## src/rtl/piso_shift_reg.sv

```systemverilog
// piso_shift_reg: parallel-in serial-out shift register, MSB first, valid/ready load, back-to-back words.
// Define FREDKIN_MUX_EN to build the per-bit load/shift and idle-clear selects from fredkin gates.
`ifdef FREDKIN_MUX_EN
module fredkin (
    input  logic c,
    input  logic a,
    input  logic b,
    output logic p,
    output logic q,
    output logic r
);
    assign p = c;
    assign q = c ? b : a;
    assign r = c ? a : b;
endmodule
`endif

module piso_shift_reg #(
    parameter int WIDTH = 4
) (
    input  logic             clk,
    input  logic             rst,
    input  logic [WIDTH-1:0] din,
    input  logic             load_valid,
    output logic             load_ready,
    output logic             so,
    output logic             so_valid,
    output logic             busy,
    output logic             done
);
    localparam int CW = $clog2(WIDTH);
    typedef enum logic {IDLE, SHIFT} state_t;
    state_t state, state_n;
    logic [WIDTH-1:0] sr, sr_n, shifted, loaded;
    logic [CW-1:0] cnt, cnt_n;
    logic last, load, clear;
    assign last = cnt == '0;
    assign load_ready = !rst && (state == IDLE || last);
    assign load = load_valid && load_ready;
    // cnt is 0 throughout IDLE, so clearing there is harmless and keeps sr at 0
    assign clear = last && !load;
    assign shifted = {sr[WIDTH-2:0], 1'b0};
`ifdef FREDKIN_MUX_EN
    for (genvar g = 0; g < WIDTH; g++) begin : g_fk
        fredkin u_ld (.c(load), .a(shifted[g]), .b(din[g]), .p(), .q(loaded[g]), .r());
        fredkin u_clr (.c(clear), .a(loaded[g]), .b(1'b0), .p(), .q(sr_n[g]), .r());
    end
`else
    assign loaded = load ? din : shifted;
    assign sr_n = clear ? '0 : loaded;
`endif
    always_comb begin
        state_n = load ? SHIFT : (last ? IDLE : state);
        cnt_n = load ? CW'(WIDTH - 1) : (last ? cnt : cnt - CW'(1));
    end
    always_ff @(posedge clk or posedge rst) begin
        if (rst) begin
            state <= IDLE;
            sr <= '0;
            cnt <= '0;
        end else begin
            state <= state_n;
            sr <= sr_n;
            cnt <= cnt_n;
        end
    end
    assign busy = state == SHIFT;
    assign so_valid = busy;
    assign so = busy && sr[WIDTH-1];
    assign done = busy && last;
endmodule

```

## config.mk

```make
export PLATFORM = sky130hd
export DESIGN_NAME = piso_shift_reg
export DESIGN_NICKNAME = d
export VERILOG_FILES = /design/src/rtl/piso_shift_reg.sv
export SDC_FILE = /design/constraint.sdc
export NUM_CORES = 1
export LEC_CHECK = 0
export ABC_CLOCK_PERIOD_IN_PS = 1450
export CAP_MARGIN = 10
export CORE_AREA = 3 3 40 42
export CTS_CLUSTER_DIAMETER = 40
export CTS_CLUSTER_SIZE = 40
export DETAILED_ROUTE_END_ITERATION = 12
export DIE_AREA = 0 0 43 45
export HOLD_SLACK_MARGIN = 0.03
export PLACE_DENSITY = 0.48
export REMOVE_ABC_BUFFERS = 1
export SETUP_SLACK_MARGIN = 0.05
export SYNTH_ARGS = -nofsm -noshare
export SYNTH_HDL_FRONTEND = slang
export SYNTH_HIERARCHICAL = 1
export SYNTH_SLANG_ARGS = --single-unit
```

## constraint.sdc

```tcl
create_clock -name clk -period 1.45 [get_ports clk]
set_input_delay 0.435 -clock clk [delete_from_list [all_inputs] [get_ports clk]]
set_output_delay 0.435 -clock clk [all_outputs]
set_load 0.03 [all_outputs]
```

# Word-level counts from Yosys, hierarchy flattened
# Index checks and enable logic that the tools add are counted.
[word_totals] register_bits=7 latchBits=0 mem_bits_rw=0 mem_bits_ro=0 output_inout_bits=5 mem_count=0
[classes] n_addsub=1 n_mul=0 div_mod_pow=0 magnitude_cmp=0 eq_ne=1 shift=0 mux=6 n_bitwise=1 n_reduce_logical=10
[ops] operator="two-way mux 4 bit" count=2
[ops] operator="logical AND 1 bit" count=5
[ops] operator="two-way mux 2 bit" count=2
[ops] operator="logical NOT 1 bit" count=2
[ops] operator="logical NOT 2 bit" count=1
[ops] operator="two-way mux 1 bit" count=2
[ops] operator="inequality test 2 x 1 -> 1 bit (second input constant)" count=1
[ops] operator="nonzero test 2 bit" count=1
[ops] operator="subtractor 2 x 1 -> 2 bit (second input constant)" count=1
[ops] operator="logical OR 1 bit" count=1
[ops] operator="inverter 1 bit" count=1

# Longest topological paths before layout
# Gate-level depths: netlist (run 1).
[logic_depth] word_depth=7 ltp_mapped=5 depth_no_buf=5

# Least setup slack after synthesis (run 1)
# OpenSTA, ideal clock, no wires.
[synth_timing] kind="reg2out" from="register cnt[0]" to="output port load_ready" t_arrival_ns=1.138 t_required_ns=1.015 slack_ns=-0.123 stages_incl_launch_ff=5 n_path_buf=0 path_cell_list="dfrtp_1 > inv_1 > ha_1 > nor2b_2 > nor2_1"
[synth_between] elab_chain_len=3
[synth_rtl] item="from (decl)" line_no="35" rtl="logic [CW-1:0] cnt, cnt_n;"
[synth_rtl] item="from (signal assigned)" line_no="64" rtl="cnt <= cnt_n;"
[synth_rtl] item="logical NOT 2 bit" line_no="37" rtl="assign last = cnt == '0;"
[synth_rtl] item="logical OR 1 bit" line_no="38" rtl="assign load_ready = !rst && (state == IDLE || last);"
[synth_rtl] item="logical AND 1 bit" line_no="38"
[synth_rtl] item="to (decl)" line_no="25" rtl="output logic load_ready,"
# Every way passes these cells.

# Worst setup path after layout (run 1)
[layout_timing] from="register cnt[0]" to="output port done"
[layout_between] elab_chain_len=2
[layout_rtl] item="logical NOT 2 bit" line_no="37"
[layout_rtl] item="logical AND 1 bit" line_no="70" rtl="assign done = busy && last;"
[layout_rtl] item="to (decl)" line_no="29" rtl="output logic done"
# Every way passes these cells.

==> qor.csv, run 1 <==
stage;metric;value;unit
synthesis;Synth Area in Compound Gates;18.7;%
routing;total number of vias;285;
finish;fin nets;58;
power;LEAKAGE;0.000267;uW
global_route;largest net degree at the start of global routing;8;
global_route;vias in the first global route;324;
worst_setup_path;Setup CP Type;register to output port;
timing;f_max;635;MHz
routing;WL final;745;um
placed_design;placed insts;56;
synthesis;Synth Area in Adders;3.89;%
clock_network;CTS clk-pin slew, worst paths;50;ps
finish;Util after Layout;43.0;%
run_status;status;complete, but fails checks;
synthesis;Unique masters post-synth;16;
run_status;failing checks;setup timing;
timing;Worst Hold Margin;357;ps
worst_setup_path;reg-to-reg startpoint;cnt[0];
routing;DRC;0;
synthesis;combinational family with the most area after synthesis;compound AO/OA/AOI/OAI gates;
timing;Final WS setup;-125;ps
power;pwr dens;2120;mW/mm^2
synthesis;flops & latches, synth;7;
worst_setup_path;CP max FO;3;
routing;drt pass-1 iters;1;
global_route;grt total ovfl;0;
timing;fin. max-slew vios;0;
timing;RSZ-0062 raised after global routing;true;
synthesis;mux cell area share after synthesis;0;%
worst_setup_path;Worst EP required;1020;ps
finish;share of cells above drive strength 1;51.0;%
synthesis;Cells after Synth;28;
timing;min Tclk post-route;1580;ps
die;initial core utilization;25.0;%
worst_setup_path;Setup crit end kind;output port;
synthesis;mapped cell area;322;um^2
clock_network;clk_lat worst skew;250;ps
routing;post-route ant nets;0;
clock_network;Num CTS Buffers;3;
worst_setup_path;CP arrival;1140;ps
die;Rows;13;
clock_network;clk sink count;7;
global_route;first-pass GRT wire length;1.35;mm
timing;post-route clock period utilization;109;%
die;# IOs;12;
worst_hold_path;Hold Crit Class;input pin to async pin;
synthesis;Avg Cell Area, Syn;11.5;um^2
clock_network;Max Root-Sink Buffers;2;
placed_design;PortBufs;11;
worst_setup_path;Worst Setup Start Kind;register;
clock_network;CTS tree;built;
placed_design;HPWL Detailed;552;um
timing;skew final;2.89;ps
clock_network;root buf cell;clkbuf_4;
finish;# diodes;0;
worst_setup_path;CP startpoint;cnt[0];
die;Core Footprint;0.00128;mm^2
synthesis;Seq/Total Area, Yosys;54.5;%
placed_design;Final GP Congestion;0.792;
timing;worst-margin pin slew;280;ps
finish;non-filler instance count after layout;64;
power;Worst VDD drop;0.000619;V
die;width of the die;43;um
job;maxcap violations;0;
synthesis;xor/xnor share of the synthesized area;0;%
timing;final setup vio count;2;
global_route;initial antenna violation count;0;
global_route;total track usage;10.3;%
routing;Vias/cell;4.45;
timing;setup TNS;-241;ps
timing;Slew HR;81.3;%
synthesis;simple-gate share of the synthesized area;16.0;%
routing;Initial DRC Count;0;
die;Die Span Y;45;um
finish;Layout area overhead;72.0;%
die;die area;0.00194;mm^2
synthesis;Ys Warns;6;
routing;WL/cell;11.6;um
clock_network;H-tree depth;1;
timing;Final Hold Viols;0;
-- Yosys cell counts, drive strengths merged --
| library cell | count | area [um^2] |
|---|---|---|
| nor2b | 1 | 8.76 |
| a31oi | 1 | 12.5 |
| a21boi | 1 | 7.51 |
| inv | 4 | 15.0 |
| nand2b | 1 | 8.76 |
| a22o | 3 | 26.3 |
| ha | 1 | 12.5 |
| buf | 1 | 7.51 |
| nor2 | 2 | 10.0 |
| nand3 | 1 | 5.00 |
| and2 | 3 | 18.8 |
| a32oi | 1 | 8.76 |
| o21ai | 1 | 5.00 |
| dfrtp | 7 | 175 |
-- path summary, 6_finish.rpt --
check,end,slack (ps),cells after the start
min in group clk,cnt[0],460,1
worst max-delay path,done,-130,4
worst min register to register,cnt[0],460,1
worst min-delay path,sr[3],360,3
worst max register to register,cnt[0],240,5
max in group asynchronous,busy,970,3
-- timing repair --
action,4_1_cts,5_1_grt
pin swaps,1,0
setup buffers,4,0
endpoints found under the setup margin,3,5
endpoints found under the hold margin,0,0
gates resized for setup,10,4
hold buffers,0,0
-- worst max-delay path, stage by stage (launching register included) --
cell	delay, ps
dfrtp_1	380
inv_2	90
ha_4	150
and2_1	140
buf_6	130
-- sequential cells by signal (all words and copies together) (netlist names) --
signal	flops
busy	1
cnt	2
sr	4
-- power breakdown --
part           switching, uW  total (uW)  internal, uW
registers               39.8         304           265
clock network           71.9         177           105
logic                    328         693           365
total                    440        1170           735
-- cell usage in the layout, fill, tap and decap left out, drive strengths merged --
| cell | instances |
|---|---|
| buf | 12 |
| dfrtp | 7 |
| clkdlybuf4s50 | 5 |
| inv | 4 |
| clkbuf | 4 |
| a22o | 3 |
| and2 | 3 |
| nor2 | 2 |
| nand2b | 1 |
| o21ai | 1 |
| nor2b | 1 |
| a31oi | 1 |
| nand3 | 1 |
| a21boi | 1 |
| a32oi | 1 |
| ha | 1 |
| dlygate4sd2 | 1 |
-- routing by layer --
layer  part of all wire [%]  GRT usage, %  vias up
met5                      0             0        -
met4                    4.3          10.8        0
met3                    8.7          3.98        3
li1                       -             -      137
met2                     51          18.3       13
met1                     36          8.33      132
-- layout make-up --
class,count,area [um^2]
fill,131,732
sequential,7,175
timing repair buffer,18,171
multi-input combinational,16,146
clock buffer,4,26.3
tap,15,18.8
inverter,4,15.0
-- cell families after synthesis --
family                     Yosys count
adders and majority gates            1
buffers and inverters                5
and+or+nand+nor                      8
AOI/OAI and AO/OA                    7
DFF                                  7
-- per-stage QoR --
step / instance area [um^2] / setup slack (ps) / total power, uW
finish: 553 / -125 / 1170
global route: 553 / -196 / 1260
CTS: 539 / -144 / 1150
detailed placement: 453 / -181 / 800
global placement: 453 / -136 / 776
floorplan: 314 / -257 / 598
Power figures use the tool's default switching activity.
==> run 2: changes to the inputs <==
CTS_CLUSTER_DIAMETER = 100   (was 40)
==> results of run 2 <==
The final DEF is identical to that of run 1; final timing and power are the same.
==> run 3: changes to the inputs <==
HOLD_SLACK_MARGIN = 0.06   (was 0.03)
==> results of run 3 <==
The final DEF is identical to that of run 1; final timing and power are the same.
